==> config.mk <==
export PLATFORM = sky130hd
export DESIGN_NAME = spi_sd_responder
export DESIGN_NICKNAME = d
export VERILOG_FILES = /design/src/rtl/sd_spi_pkg.sv /design/src/rtl/sd_crc7_byte.sv /design/src/rtl/spi_sd_responder.sv
export SDC_FILE = /design/constraint.sdc
export NUM_CORES = 1
export LEC_CHECK = 0
export BUFFER_PORTS_ARGS = -buffer_cell sky130_fd_sc_hd__buf_2
export CORE_UTILIZATION = 50
export DETAILED_ROUTE_END_ITERATION = 10
export GPL_TIMING_DRIVEN = 0
export PLACE_DENSITY_LB_ADDON = 0.3
export SLEW_MARGIN = 0
export SYNTH_ARGS = -nofsm -noshare
export SYNTH_HDL_FRONTEND = slang
export SYNTH_SLANG_ARGS = --single-unit
==> constraint.sdc <==
create_clock -name clk -period 3 [get_ports clk]
set_input_delay 0 -clock clk [delete_from_list [all_inputs] [get_ports clk]]
set_output_delay 0 -clock clk [all_outputs]
set_load 0.05 [all_outputs]
==> src/rtl/sd_spi_pkg.sv <==
// Shared types and constants for the SD-over-SPI responder: framer states,
// command token layout and the CRC generator polynomials.
package sd_spi_pkg;
   typedef enum logic [1:0] {
      FR_IDLE = 2'd0,
      FR_ARG  = 2'd1,
      FR_CRC  = 2'd2
   } frame_state_e;

   localparam logic [1:0]  START_BITS    = 2'b01;
   localparam logic [15:0] CRC16_POLY    = 16'h1021;
   localparam logic [6:0]  CRC7_POLY     = 7'h09;
   localparam int          CMD_ARG_BYTES = 4;
endpackage

==> src/rtl/sd_crc7_byte.sv <==
// Combinational CRC7 (x^7+x^3+1) advance over one byte, MSB first.
module sd_crc7_byte
   import sd_spi_pkg::*;
(
   input  logic [6:0] crc_i,
   input  logic [7:0] dat_i,
   output logic [6:0] crc_o
);
   logic [6:0] c;
   logic       fb;

   always_comb begin
      c  = crc_i;
      fb = 1'b0;
      for (int i = 7; i >= 0; i--) begin
         fb = dat_i[i] ^ c[6];
         c  = {c[5:0], 1'b0} ^ (fb ? CRC7_POLY : 7'd0);
      end
      crc_o = c;
   end
endmodule

==> src/rtl/spi_sd_responder.sv <==
// SD-over-SPI card-side mode-0 slave: oversampled pins, one-deep tx holding
// register, 6-byte command framer with CRC7 check, and a CRC16 tap.
module spi_sd_responder
   import sd_spi_pkg::*;
#(
   parameter int         SYNC_STAGES = 2,
   parameter logic [7:0] FILL_BYTE   = 8'hFF
) (
   input  logic        clk,
   input  logic        rst,
   input  logic        cs_n,
   input  logic        sclk,
   input  logic        mosi,
   output logic        miso,
   output logic        miso_oe,
   input  logic [7:0]  tx_data,
   input  logic        tx_valid,
   output logic        tx_ready,
   output logic        tx_underrun,
   output logic [7:0]  rx_data,
   output logic        rx_valid,
   output logic        cmd_valid,
   output logic [5:0]  cmd_index,
   output logic [31:0] cmd_arg,
   output logic        cmd_crc_ok,
   input  logic        crc_reset,
   input  logic        crc_source,
   output logic [15:0] crc_out,
   output logic        busy
);
   localparam logic [1:0] ARG_LAST = 2'(CMD_ARG_BYTES - 1);

   logic [SYNC_STAGES-1:0] cs_sync_q, sclk_sync_q, mosi_sync_q;
   logic                   cs_prev_q, sclk_prev_q;
   logic                   cs_s, sclk_s, mosi_s;
   logic                   cs_fall, sclk_rise, sclk_fall, reload, accept, byte_done;
   logic [7:0]             byte_new;
   logic [2:0]             bit_cnt_q;
   logic [6:0]             rx_shift_q;
   logic [7:0]             tx_shift_q, hold_q, rx_data_q;
   logic                   hold_full_q, oe_q, underrun_q, rx_valid_q;
   logic [15:0]            crc_q;
   logic                   crc_fb;

   frame_state_e state_q, state_d;
   logic [1:0]   arg_cnt_q, arg_cnt_d;
   logic [6:0]   crc7_q, crc7_d, crc7_seed, crc7_next;
   logic [5:0]   cmd_index_q, cmd_index_d;
   logic [31:0]  cmd_arg_q, cmd_arg_d;
   logic         cmd_ok_q, cmd_ok_d, cmd_valid_q, cmd_valid_d;

   assign cs_s      = cs_sync_q[SYNC_STAGES-1];
   assign sclk_s    = sclk_sync_q[SYNC_STAGES-1];
   assign mosi_s    = mosi_sync_q[SYNC_STAGES-1];
   assign cs_fall   = cs_prev_q & ~cs_s;
   assign sclk_rise = ~cs_s & sclk_s & ~sclk_prev_q;
   assign sclk_fall = ~cs_s & ~sclk_s & sclk_prev_q;
   assign reload    = cs_fall | (sclk_fall & (bit_cnt_q == 3'd0));
   assign accept    = tx_valid & ~hold_full_q;
   assign byte_done = sclk_rise & (bit_cnt_q == 3'd7);
   assign byte_new  = {rx_shift_q, mosi_s};
   assign crc_fb    = (crc_source ? miso : mosi_s) ^ crc_q[15];

   always_ff @(posedge clk or posedge rst) begin
      if (rst) begin
         cs_sync_q   <= '1;
         sclk_sync_q <= '0;
         mosi_sync_q <= '1;
         cs_prev_q   <= 1'b1;
         sclk_prev_q <= 1'b0;
         bit_cnt_q   <= 3'd0;
         rx_shift_q  <= 7'd0;
         tx_shift_q  <= 8'hFF;
         hold_q      <= 8'd0;
         hold_full_q <= 1'b0;
         oe_q        <= 1'b0;
         underrun_q  <= 1'b0;
         rx_data_q   <= 8'd0;
         rx_valid_q  <= 1'b0;
         crc_q       <= 16'd0;
      end else begin
         cs_sync_q   <= {cs_sync_q[SYNC_STAGES-2:0], cs_n};
         sclk_sync_q <= {sclk_sync_q[SYNC_STAGES-2:0], sclk};
         mosi_sync_q <= {mosi_sync_q[SYNC_STAGES-2:0], mosi};
         cs_prev_q   <= cs_s;
         sclk_prev_q <= sclk_s;
         underrun_q  <= 1'b0;
         rx_valid_q  <= 1'b0;
         // A reload in the same cycle as an accept sees the register as it was.
         hold_full_q <= accept | (hold_full_q & ~reload);
         if (accept) hold_q <= tx_data;
         if (cs_s) begin
            bit_cnt_q <= 3'd0;
            oe_q      <= 1'b0;
         end else begin
            if (cs_fall) oe_q <= 1'b1;
            if (sclk_rise) begin
               rx_shift_q <= byte_new[6:0];
               bit_cnt_q  <= bit_cnt_q + 3'd1;
            end
            if (byte_done) begin
               rx_data_q  <= byte_new;
               rx_valid_q <= 1'b1;
            end
            if (reload) begin
               tx_shift_q <= hold_full_q ? hold_q : FILL_BYTE;
               underrun_q <= ~hold_full_q;
            end else if (sclk_fall) begin
               tx_shift_q <= {tx_shift_q[6:0], 1'b1};
            end
         end
         if (sclk_rise)      crc_q <= {crc_q[14:0], 1'b0} ^ (crc_fb ? CRC16_POLY : 16'd0);
         else if (crc_reset) crc_q <= 16'd0;
      end
   end

   assign crc7_seed = (state_q == FR_IDLE) ? 7'd0 : crc7_q;

   sd_crc7_byte u_crc7 (
      .crc_i (crc7_seed),
      .dat_i (byte_new),
      .crc_o (crc7_next)
   );

   always_comb begin
      state_d     = state_q;
      arg_cnt_d   = arg_cnt_q;
      crc7_d      = crc7_q;
      cmd_index_d = cmd_index_q;
      cmd_arg_d   = cmd_arg_q;
      cmd_ok_d    = cmd_ok_q;
      cmd_valid_d = 1'b0;
      if (cs_s) begin
         state_d = FR_IDLE;
      end else if (byte_done) begin
         case (state_q)
            FR_IDLE: if (byte_new[7:6] == START_BITS) begin
               cmd_index_d = byte_new[5:0];
               crc7_d      = crc7_next;
               arg_cnt_d   = 2'd0;
               state_d     = FR_ARG;
            end
            FR_ARG: begin
               cmd_arg_d = {cmd_arg_q[23:0], byte_new};
               crc7_d    = crc7_next;
               arg_cnt_d = arg_cnt_q + 2'd1;
               if (arg_cnt_q == ARG_LAST) state_d = FR_CRC;
            end
            FR_CRC: begin
               cmd_ok_d    = (byte_new[7:1] == crc7_q) & byte_new[0];
               cmd_valid_d = 1'b1;
               state_d     = FR_IDLE;
            end
            default: state_d = FR_IDLE;
         endcase
      end
   end

   always_ff @(posedge clk or posedge rst) begin
      if (rst) begin
         state_q     <= FR_IDLE;
         arg_cnt_q   <= 2'd0;
         crc7_q      <= 7'd0;
         cmd_index_q <= 6'd0;
         cmd_arg_q   <= 32'd0;
         cmd_ok_q    <= 1'b0;
         cmd_valid_q <= 1'b0;
      end else begin
         state_q     <= state_d;
         arg_cnt_q   <= arg_cnt_d;
         crc7_q      <= crc7_d;
         cmd_index_q <= cmd_index_d;
         cmd_arg_q   <= cmd_arg_d;
         cmd_ok_q    <= cmd_ok_d;
         cmd_valid_q <= cmd_valid_d;
      end
   end

   assign miso        = oe_q ? tx_shift_q[7] : 1'b1;
   assign miso_oe     = oe_q;
   assign tx_ready    = ~hold_full_q;
   assign tx_underrun = underrun_q;
   assign rx_data     = rx_data_q;
   assign rx_valid    = rx_valid_q;
   assign cmd_valid   = cmd_valid_q;
   assign cmd_index   = cmd_index_q;
   assign cmd_arg     = cmd_arg_q;
   assign cmd_crc_ok  = cmd_ok_q;
   assign crc_out     = crc_q;
   assign busy        = (bit_cnt_q != 3'd0);
endmodule

==> summary.txt <==
Status
  – Run status: complete, no violations

Detailed routing
  – Post-route ant nets: 0
  – Overall routed net length: 10500 µm
  – Vias per cell: 4.95
  – DR WL/cell: 14.1 µm
  – Iter 0 DRT Violations: 152
  – Drt drc: 0
  – Drt pass-1 iters: 4
  – Vias post-DR: 3681

Yosys
  – Synth warn: 0
  – Post-synthesis cell type count: 45
  – Main synth FF type: dfrtp_1
  – Post-synth EDFFs: 0
  – Post-synthesis async set-or-reset flop share: 1.00
  – Seq/Total Area, Yosys: 0.578
  – Post-Syn Area: 4920 µm²
  – Area contributors post-synth: dfrtp_1, nand2_1, dfstp_2
  – Mean Syn Cell Area: 10.2 µm²
  – Synthesized flop and latch total: 113
  – Share of the synthesized area in the top cell type: 0.509
  – Synth area leader: dfrtp_1
  – Post-synth net total: 503
  – Post-Syn Instances: 483
  – Top cells by count, synth: nand2_1, dfrtp_1, clkbuf_1
  – Most frequent cell after synthesis: nand2_1

Final layout
  – Share of cells above drive strength 1: 0.262
  – Fin area: 6290 µm²
  – Syn-to-layout area delta: 28.0%
  – Non-Filler Instances: 743
  – Nets: 621
  – Antenna cells: 0

Clock tree
  – Deepest clock path buffer count: 2
  – CTS tree: built
  – CTS Buf Count: 17
  – Root Buffer: clkbuf_8
  – H-tree levels: 4
  – Clock tree sinks: 113
  – Worst-Skew Late Latency: 0.51 ns
  – Cts hold-fix bufs: 13
  – Worst-path clk slew: 0.06 ns
  – Setup Fix Bufs, Post-CTS: 0
  – Post-CTS sizing: 0

Timing
  – Setup Skew: 0.00518 ns
  – Final worst path period share: 0.759
  – Relative slew slack: 0.611
  – Max-slew violations: 0
  – Final setup violation count: 0
  – Worst slew pin tran: 0.583 ns
  – Worst hold margin: 0.0330 ns
  – Setup_tns: 0 ns
  – RSZ-0062 raised after global routing: false
  – Fmax: 0.439 GHz
  – Hold Vio Cnt, Final: 0
  – Tmin final: 2.28 ns

Setup path
  – Reg-to-reg setup timing slack: 0.72 ns
  – CP Capture Type: register
  – Reg2reg end: cmd_arg[13]
  – Critical Path Source Type: register
  – Critical path fanouts, max: 10
  – Worst-case reg-to-reg path depth: 9
  – CP Data Arrival Time: 2.68 ns
  – Crit Path Class: reg2reg
  – Worst path required time: 3.40 ns
  – R2r startpoint: bit_cnt_q[0]

GRT
  – Number of global-route vias before repair: 3605
  – Total global routing overflow: 0
  – Largest net degree at the start of global routing: 68
  – Global-route wire length before repair: 17500 µm
  – GR Util All Layers: 0.226
  – Antenna violations before repair: 0

Hold path
  – Hold Path End: crc_out[5]
  – Hold Crit Depth: 4
  – Hold crit path type: in2reg
  – Worst Hold Launch: crc_source

Floorplan
  – Ports: 86
  – Core box area: 9370 µm²
  – Die Span X: 101 µm
  – Die area: 10200 µm²
  – Die height: 101 µm
  – Initial core utilization: 0.525
  – # rows: 35

Power
  – Sw frac: 0.254
  – Part of the power in the clock network: 0.484
  – IR drop worst, VDD: 0.447 mV
  – NetSw: 1.12 mW
  – Pleak: 3.34 nW
  – Int Pwr: 3.29 mW
  – Combinational power share: 0.126
  – Pwr per Cell Area: 700 nW/µm²
  – Sequential group share of total power: 0.390

Place
  – Routability Congestion: 0.818
  – DP Wirelength: 6900 µm
  – IO Port Bufs: 85
  – Placed insts: 698
  – Post-DP Area: 5530 µm²

Flow run
  – Maxcap violations: 0
[power groups by stage]
stage	Combinational, mW	Clock [mW]	Sequential, mW
final	0.555	2.13	1.72
after floorplan	0.407	0	1.74
after detailed placement	0.544	0	1.74
after global placement	0.521	0	1.73
after CTS	0.560	2.16	1.72
after global routing	0.607	2.23	1.73
[per-layer routing]
metal	share of wire	GRT usage	up-vias	routed length, µm
met1	0.44	0.290	1760	4650
met2	0.49	0.363	108	5100
met4	0.021	0.106	0	216
met5	0	0	-	0
li1	-	-	1797	-
met3	0.051	0.0552	16	538
[stage by stage]
stage	power (mW)	setup slack [ns]	utilization
2_1_floorplan	2.15	0.0342	-
3_3_place_gp	2.25	-1.13	0.587
3_5_place_dp	2.28	0.761	0.591
4_1_cts	4.43	0.699	0.672
5_1_grt	4.56	0.523	0.672
6_report	4.41	0.723	0.672
[state kept, by name, indices dropped and copies added (netlist names), 2 cells and up]
signal / cells
cmd_index: 6
cs_sync_q: 2
state_q: 2
bit_cnt_q: 3
sclk_sync_q: 2
rx_shift_q: 7
arg_cnt_q: 2
crc7_q: 7
cmd_arg: 32
crc_out: 16
rx_data: 8
mosi_sync_q: 2
tx_shift_q: 8
hold_q: 8
[cells by family after synthesis]
logic type,after synthesis,share of synthesized area
adders and majority gates,4,0.0102
DFF,113,0.578
and+or+nand+nor,244,0.221
AOI/OAI and AO/OA,35,0.0499
xor gates and xnor gates,29,0.0629
buffers and inverters,39,0.0346
muxes,19,0.0430
[cells in the final DEF, fill, tap and decap left out, drive strengths merged, types with 5 or more instances in the layout]
| cell | synthesis | routed |
|---|---|---|
| nand2 | 180 | 180 |
| inv | 7 | 12 |
| dfrtp | 100 | 100 |
| o31ai | 7 | 7 |
| mux2 | 17 | 17 |
| xnor2 | 19 | 19 |
| dlygate4sd3 | 0 | 13 |
| buf | 6 | 92 |
| xor2 | 6 | 6 |
| nor3b | 7 | 7 |
| dfstp | 13 | 13 |
| nand3b | 16 | 16 |
| nor2 | 19 | 19 |
| clkbuf | 25 | 43 |
| nand2b | 5 | 5 |
| o21ai | 13 | 13 |
[worst max-delay path: stages (launching register included)]
cell and delay, ns:
dfrtp_1 0.42, ha_1 0.21, ha_1 0.18, nand4bb_1 0.09, clkbuf_1 0.28, clkbuf_1 0.43
nor3_2 0.18, buf_2 0.23, nand2_1 0.10, nand2_1 0.05
[final cells by class]
type                       instances  area [µm²]
multi-input combinational        331        1900
inverter                           8        32.5
sequential                       113        2840
clock inverter                    14         201
timing repair buffer              99         583
clock buffer                      18         428
tap                              129         161
fill                             732        3080
buffer                            31         140
[worst max-delay path by stage]
stage,startpoint,end,slack [ns]
final,bit_cnt_q[0],cmd_arg[13],0.72
after global routing,bit_cnt_q[0],cmd_arg[9],0.52
after CTS,bit_cnt_q[0],cmd_arg[13],0.70
after detailed placement,bit_cnt_q[0],cmd_arg[13],0.76
after global placement,rst,hold_q[1],-1.13
after floorplan,rst,arg_cnt_q[0],0.03
Power figures use the tool's default switching activity.
